**src/rtl/uart_pkg.sv**
```systemverilog
// Shared UART definitions: FSM state encodings and 8N1 frame constants.
// Used by both the receiver and the transmitter so the wire format stays in one place.
// No logic here; constants and types only.
package uart_pkg;

    typedef enum logic [2:0] {
        s_IDLE     = 3'd0,
        s_STARTBIT = 3'd1,
        s_DATABITS = 3'd2,
        s_STOPBIT  = 3'd3,
        s_CLEANUP  = 3'd4
    } uart_state_t;

    localparam int   DATA_BITS  = 8;
    localparam logic STOP_LEVEL = 1'b1;
    localparam logic IDLE_LEVEL = 1'b1;

endpackage

```
**src/rtl/sync_2ff.sv**
```systemverilog
// Generic two-flop synchroniser for a single asynchronous bit.
// Latency: 2 clocks from input change to q.
// Backpressure: none; free-running every clock.
// Ports: clk (rising edge), reset_n (synchronous, active low, loads RESET_VAL),
//        d (asynchronous input), q (synchronised output).
module sync_2ff #(
    parameter logic RESET_VAL = 1'b1
) (
    input  logic clk,
    input  logic reset_n,
    input  logic d,
    output logic q
);

    logic meta;

    always_ff @(posedge clk) begin
        if (!reset_n) begin
            meta <= RESET_VAL;
            q    <= RESET_VAL;
        end else begin
            meta <= d;
            q    <= meta;
        end
    end

endmodule

```
**src/rtl/uart_rx.sv**
```systemverilog
// 8N1 UART receiver, LSB first, idle-high line, centre sampling from the start edge.
// Latency: line fall to busy 3 clocks; stop-bit sample to done/error strobe 1 clock.
// Backpressure: none; o_rxData is held until the next good frame, consumer must take it on o_rxDone.
// Ports: i_clock, i_resetN (sync, active low), i_rxSerial (async line),
//        o_rxData (last good byte), o_rxDone / o_rxError (1-cycle strobes), o_rxBusy (frame in progress).
module uart_rx
    import uart_pkg::*;
#(
    parameter int CLOCK_SPEED = 1000000,
    parameter int BAUD_RATE   = 9600
) (
    input  logic       i_clock,
    input  logic       i_resetN,
    input  logic       i_rxSerial,
    output logic [7:0] o_rxData,
    output logic       o_rxDone,
    output logic       o_rxError,
    output logic       o_rxBusy
);

    localparam int          CLOCKS_PER_BIT = CLOCK_SPEED / BAUD_RATE;
    localparam logic [15:0] CPB            = 16'(CLOCKS_PER_BIT);
    localparam logic [15:0] HALF           = 16'(CLOCKS_PER_BIT / 2);
    localparam logic [2:0]  LAST_BIT       = 3'(DATA_BITS - 1);

    logic        rx_s;
    logic        rx_prev;
    uart_state_t state,   state_n;
    logic [15:0] count,   count_n;
    logic [2:0]  bit_idx, bit_idx_n;
    logic [7:0]  shift,   shift_n;
    logic [7:0]  data_q,  data_n;
    logic        done_q,  done_n;
    logic        err_q,   err_n;

    sync_2ff #(.RESET_VAL(IDLE_LEVEL)) u_sync (
        .clk     (i_clock),
        .reset_n (i_resetN),
        .d       (i_rxSerial),
        .q       (rx_s)
    );

    always_ff @(posedge i_clock) begin
        if (!i_resetN) begin
            state   <= s_IDLE;
            count   <= '0;
            bit_idx <= '0;
            shift   <= '0;
            data_q  <= '0;
            done_q  <= 1'b0;
            err_q   <= 1'b0;
            rx_prev <= IDLE_LEVEL;
        end else begin
            state   <= state_n;
            count   <= count_n;
            bit_idx <= bit_idx_n;
            shift   <= shift_n;
            data_q  <= data_n;
            done_q  <= done_n;
            err_q   <= err_n;
            rx_prev <= rx_s;
        end
    end

    always_comb begin
        state_n   = state;
        count_n   = count;
        bit_idx_n = bit_idx;
        shift_n   = shift;
        data_n    = data_q;
        done_n    = 1'b0;
        err_n     = 1'b0;

        case (state)
            s_IDLE: begin
                count_n   = '0;
                bit_idx_n = '0;
                // Edge only: a line that stays low after a break never retriggers.
                if (rx_prev == IDLE_LEVEL && rx_s != IDLE_LEVEL)
                    state_n = s_STARTBIT;
            end

            s_STARTBIT: begin
                if (count == HALF) begin
                    count_n = '0;
                    // Line back high at mid start bit means it was a glitch.
                    state_n = (rx_s == IDLE_LEVEL) ? s_IDLE : s_DATABITS;
                end else begin
                    count_n = count + 16'd1;
                end
            end

            s_DATABITS: begin
                if (count == CPB) begin
                    count_n          = '0;
                    shift_n[bit_idx] = rx_s;
                    if (bit_idx == LAST_BIT)
                        state_n = s_STOPBIT;
                    else
                        bit_idx_n = bit_idx + 3'd1;
                end else begin
                    count_n = count + 16'd1;
                end
            end

            s_STOPBIT: begin
                if (count == CPB) begin
                    count_n = '0;
                    state_n = s_CLEANUP;
                    // Strobes and data are registered here so they are visible
                    // together for exactly the single CLEANUP cycle.
                    if (rx_s == STOP_LEVEL) begin
                        data_n = shift;
                        done_n = 1'b1;
                    end else begin
                        err_n = 1'b1;
                    end
                end else begin
                    count_n = count + 16'd1;
                end
            end

            s_CLEANUP: begin
                count_n = '0;
                state_n = s_IDLE;
            end

            default: begin
                count_n = '0;
                state_n = s_IDLE;
            end
        endcase
    end

    assign o_rxData  = data_q;
    assign o_rxDone  = done_q;
    assign o_rxError = err_q;
    assign o_rxBusy  = (state != s_IDLE);

endmodule

```
**config.mk**
```make
export PLATFORM = sky130hd
export DESIGN_NAME = uart_rx
export DESIGN_NICKNAME = d
export VERILOG_FILES = /design/src/rtl/uart_pkg.sv /design/src/rtl/sync_2ff.sv /design/src/rtl/uart_rx.sv
export SDC_FILE = /design/constraint.sdc
export NUM_CORES = 1
export LEC_CHECK = 0
export CORE_MARGIN = 2
export CORE_UTILIZATION = 25
export DETAILED_ROUTE_END_ITERATION = 12
export PLACE_DENSITY = 0.48
export SLEW_MARGIN = 20
export SYNTH_ARGS = -nofsm -noshare
export SYNTH_HDL_FRONTEND = slang
export SYNTH_SLANG_ARGS = --single-unit
```
**constraint.sdc**
```tcl
create_clock -name i_clock -period 2.5 [get_ports i_clock]
set_clock_uncertainty 0.1 [all_clocks]
set_input_delay 0.25 -clock i_clock [delete_from_list [all_inputs] [get_ports i_clock]]
set_output_delay 0.25 -clock i_clock [all_outputs]
set_load 0.005 [all_outputs]
```
==> run metrics <==
status finished, final reports clean; max-cap violations 0; worst hold-check path type reg -> reg; flops & latches, synth 43; Leak Pwr 0.0008109 µW; leading area contributor after synthesis dfxtp_1; Setup crit end kind flop; All-Layer GR Usage 9.380%; post-layout min period 2.331 ns; initial antenna violation count 0; WP data required 2.59 ns; Post-Syn Instances 207; Synth Warn # 0; Reg2Reg Capture Point o_rxData[3]; Finished Layout Cells 327; DRT Wirelength 3.633 mm; DRC errors left 0; Syn Nets 214; Crit path max-delay family simple AND/OR/NAND/NOR gates; Peak VDD IR 0.1597 mV; die width 91.99 µm; Setup TNS Final 0 ns; mapped cell area 1936 µm²; hold depth 1; Relative slew margins 69.61%; slew at the pin with the worst max-slew slack 0.4541 ns; post-synthesis sequential area ratio 44.47%; 1st-iter DRT viols 47; die height 91.99 µm; global-route wire length before repair 6.396 mm; largest net degree at the start of global routing 24; top-count cell post-synth nor2_1; period utilization 93.25%; Wirelength per Cell 11.11 µm; vias in the first global route 1389; RSZ-0062 raised after global routing false; initial core utilization 25.44%; GR Overflow Total 0; synth unique cells 40; Crit path depth 7; sequential cell area 860.8 µm²; Max Slew Vio Count 0; WHS Endpoint u_sync.q; Synth Flop Type dfxtp_1; CTS Buf Count 5; multi-input combinational cell area 998.5 µm²; via count 1435; critical path class reg -> reg; ys async rst share 0%; worst r2r src count[0]; Filler Cells Inserted 856; Buf/Inv on CP 1; Reg2Reg Depth 7; PD cells 532.3 nW/µm²; largest fanout on the critical path 8; Root Buffer clkbuf_8; Core Area 7607 µm²; top post-synthesis cells by count 44 x nor2_1, 43 x dfxtp_1, 16 x mux2i_1, 12 x nand4_1, 10 x xor2_1; Fin Hold WS 0.3151 ns; layout cell share with drive strength beyond 1 9.778%; top cells by area, synth dfxtp_1 44%, nor2_1 8.5%, mux2i_1 8.3%; maximum clock rate 0.4290 GHz; Critical-path top delay cell or4_4; final hold violations 0; die area 8462 µm²; clk sink count 43; Reg clk slew, reported paths 0.09 ns; endpoints failing setup 0; top-area cell type share of the netlist area 44.47%; Clock Latency Late Sink 0.30 ns; syn_area_per_cell 9.351 µm²; Worst setup SP type flop; max incr delay on CP 0.52 ns; Post-DP HPWL 2.603 mm; Total Nets Final 231; Hold Crit Start u_sync.meta; hold buffers post-CTS 0; drt first pass iters 4; post-route cell area 2266 µm²; Setup Buffers After CTS 0; Rows 32; Arr. time, crit path 2.42 ns; placed cells 319; CTS tree done; setup slack, reg-to-reg 0.17 ns; number of synthesized flops with an enable pin 0; placed cell area 2173 µm²; antenna violation net count after detailed routing 0; CTS HTree Levels 2; CP cell instances inv_1 > ha_1 > or3b_2 > or4_4 > nor2_8 > mux2i_1 > nor2_1; IO buf count 13; I/O Pins 14; n_diodes 0; post-layout util 29.79%; Vias per Instance 4.388; RePlAce Congestion 0.7529; Layout area overhead 17.07%; Post-CTS Resized 0; Clock Path Buffers 2
[registers in the layout, summed over array words and instances, names as in the netlist]
register and cells:
u_sync.meta 1, o_rxError 1, o_rxData 8, count 16, o_rxDone 1, state 3, rx_prev 1, shift 8
u_sync.q 1, bit_idx 3
[where the power goes]
group | total (µW) | internal (µW) | switching [µW]
sequential | 701 | 690 | 11.5
clock | 447 | 200 | 247
combinational | 57.9 | 28.1 | 29.8
[per-stage QoR]
step | total power (µW) | worst slack [ns]
5_1_grt | 1267 | 0.03894
6_report | 1206 | 0.1689
2_1_floorplan | 760.1 | 0.2710
3_5_place_dp | 775.3 | 0.1658
3_3_place_gp | 775.4 | 0.2016
4_1_cts | 1232 | 0.1483
[worst max path at each step]
| stage | startpoint | end | slack (ns) |
|---|---|---|---|
| final | count[0] | o_rxData[3] | 0.17 |
| after global routing | count[0] | o_rxData[1] | 0.04 |
| after CTS | count[0] | o_rxData[3] | 0.15 |
| after detailed placement | count[0] | o_rxData[3] | 0.17 |
| after global placement | count[0] | o_rxData[5] | 0.20 |
| after floorplan | count[0] | state[0] | 0.27 |
[layer usage]
metal / track usage, % / vias to the layer above / wire (µm)
li1: - / 754 / -
met3: 2.136 / 7 / 74
met5: 0 / - / 0
met2: 15.13 / 10 / 1665
met4: 3.731 / 0 / 57
met1: 12.14 / 664 / 1835
[cell type report]
class / instances / area share [%]
clock inverters: 3 / 1.049
inverters: 7 / 1.160
flip-flops and latches: 43 / 37.99
multi-input cells: 150 / 44.06
repair buffers: 17 / 7.068
well taps: 102 / 5.632
clock buffers: 5 / 3.037
[cells in the final DEF, fill, tap and decap left out, drive strengths merged]
cell type       n
nand2b          7
o21ai           1
or4             3
clkbuf          5
nor3            4
a22oi           2
o22ai           1
o32a            1
nand3           5
buf             4
a21oi           6
nand4b          2
nor4            4
or3             1
and3            1
a2111o          1
and2            2
nor2b           2
xor2           10
nand4          12
o31ai           1
nor2           45
a21boi          1
mux2i          16
and4            2
inv             8
o221ai          1
nand2           5
dfxtp          43
a211oi          1
ha              4
clkdlybuf4s50  13
nor3b           1
nand3b          1
xnor2           4
or3b            3
clkinvlp        2
[kinds of logic (layout without fill, tap and decap cells)]
family	count (synthesis)	after routing	share of synthesized area, %
compound gates	16	16	5.624
xor+xnor	14	14	6.334
fa+ha+maj	4	4	2.586
buf+inv	14	32	3.943
flops	43	43	44.47
mux	16	16	8.274
simple gates	100	100	28.77
No activity file was read; power rests on OpenSTA's default activity.
==> patch (config.mk and constraints unchanged) <==
Take the reset off `shift` and `data_q` and load them in a clocked block of their own.
--- a/src/rtl/uart_rx.sv
+++ b/src/rtl/uart_rx.sv
@@ -45,8 +45,6 @@
             state   <= s_IDLE;
             count   <= '0;
             bit_idx <= '0;
-            shift   <= '0;
-            data_q  <= '0;
             done_q  <= 1'b0;
             err_q   <= 1'b0;
             rx_prev <= IDLE_LEVEL;
@@ -54,12 +52,15 @@
             state   <= state_n;
             count   <= count_n;
             bit_idx <= bit_idx_n;
-            shift   <= shift_n;
-            data_q  <= data_n;
             done_q  <= done_n;
             err_q   <= err_n;
             rx_prev <= rx_s;
         end
+    end
+
+    always_ff @(posedge i_clock) begin
+        shift  <= shift_n;
+        data_q <= data_n;
     end
 
     always_comb begin
Formal check against the unedited RTL: same outputs for any inputs over 10 cycles, from zero or initial values and one cycle with i_resetN low; that may be too few to reach the edited logic, so the function may still have changed.
==> patch against the original RTL <==
  * First-iteration DRC count grew 110%
  * Sequential share of layout area increased by 7.2 points
  * Wire length up 0.85%
  * Synthesized cell count shrank 13%
  * Maximum frequency is 8.2% higher
  * Area after synthesis is 1.3% higher
  * Setup slack improved by 0.18 ns
  * Total power rose by 3.4%
  * Design area decreased by 0.22%
  * Sequential cell count stayed put
  * Critical endpoint is now o_rxData[0]
  * Highest routed layer unchanged
==> patch: results (changes against the original RTL) <==
| Metric | Value |
|---|---|
| Status | finished, final reports clean |
| Seq area share | 45.2% (+7.2 points) |
| Register area share after synthesis | 52.1% (+7.6 points) |
| Critical Path Slowest Stage Cell | dfxtp_1 |
| Post-synth ARST share | 0% (unchanged) |
| Clock Tree Root | clkbuf_8 |
| #MultiIn Comb | 121 (-19%) |
| Non-clock buffers | 16 (-1) |
| Fraction of synthesized area in multiplexers | 0.511% (-7.8 points) |
| Wl on met1 | 1950 µm (+6.3%) |
| Post-synth EDFFs | 16 (+16) |
| Met1 usage | 12.7% (+0.55 points) |
| Vias in the first global route | 1267 (-8.8%) |
| Clk pwr share | 36.9% (-0.2 points) |
| Total combinational power | 55.2 µW (-4.7%) |
| Routed vias | 1376 (-4.1%) |
| Crit path arrival time | 2.02 ns (-0.40 ns) |
| Leak | 0.719 nW (-11%) |
| Routing usage on met3 | 1.95% (-0.18 points) |
| Largest net degree at the start of global routing | 19 (-21%) |
| Layout cells sized above 1 | 10.9% (+1.1 points) |
| Total GRT Usage | 8.94% (-0.44 points) |
| Post-synth top cells | dfxtp_1, edfxtp_1, nand3_1, nor3_1, nand4_1 |
| Post-synthesis xor/xnor area fraction | 4.47% (-1.9 points) |
| Metal2 WL | 1590 µm (-4.4%) |
| Largest Register | count |
| Non-clock buffer share | 6.75% (-0.32 points) |
| Inverters | 5 (-2) |
| HPWL Detailed | 2410 µm (-7.5%) |
| Top cells by area, synth | dfxtp_1, edfxtp_1, xor2_1 |
| Placer's final routability congestion estimate | 0.796 (+5.7%) |
| Adder-cell share of the synthesized area | 2.55% (-0.033 points) |
| NetSw | 300 µW (+4.0%) |
| Post-synthesis compound-gate area fraction | 7.91% (+2.3 points) |
| Max stage delay on crit path | 0.57 ns (+0.05 ns) |
| Nets | 199 (-14%) |
| Initial drt markers | 100 (+110%) |
| Pre-antenna DRT Iters | 5 (+1) |
| Synth cell types | 46 (+15%) |
| Maximum VDD drop | 0.208 mV (+30%) |
| Slew HR | 61.8% (-7.8 points) |
| CTS H-tree depth | 2 (unchanged) |
| Seq cells | 43 (unchanged) |
| Mapped Nets | 188 (-12%) |
| Post-Route WL | 3660 µm (+0.85%) |
| Worst-path maximum fanout | 10 (+2) |
| DR WL met3 | 64 µm (-14%) |
| Fillers | 796 (-7.0%) |
| First-pass GRT wire length | 6180 µm (-3.3%) |
| Met2 GRT Util | 13.4% (-1.7 points) |
| Switching Share | 24.1% (+0.14 points) |
| Final clock-cell share | 4.10% (+0.0090 points) |
| Multi-input gate share of total cell area | 37.5% (-6.5 points) |
==> patch: changes by cell type in the layout (fill, tap and decap cells not counted), sizes merged, moves of 4 or more <==
cell / before / now
and4: 2 / 6
mux2i: 16 / 1
nor3: 4 / 14
dfxtp: 43 / 27
nor3b: 1 / 5
nand3: 5 / 14
edfxtp: 0 / 16
nor2: 45 / 3
a21oi: 6 / 1
==> patch: through the flow <==
stage                     area, µm²  worst slack (ns)  utilization [%]  instances  hold WS, ns
after floorplan                1960             0.715                -        181        0.251
after global placement         2170             0.417             28.4        287        0.289
after detailed placement       2170             0.383             28.4        287        0.297
after CTS                      2260             0.380             29.6        295        0.319
after global routing           2260             0.145             29.6        295        0.329
final                          2260             0.346             29.6        295        0.315
==> patch: final timing paths <==
path                             startpoint          end  slack [ns]  depth (start not counted)
worst max register to register     count[3]  o_rxData[0]        0.35                          3
worst min register to register  u_sync.meta     u_sync.q        0.31                          1
worst max-delay path               count[3]  o_rxData[0]        0.35                          3
worst min-delay path            u_sync.meta     u_sync.q        0.31                          1
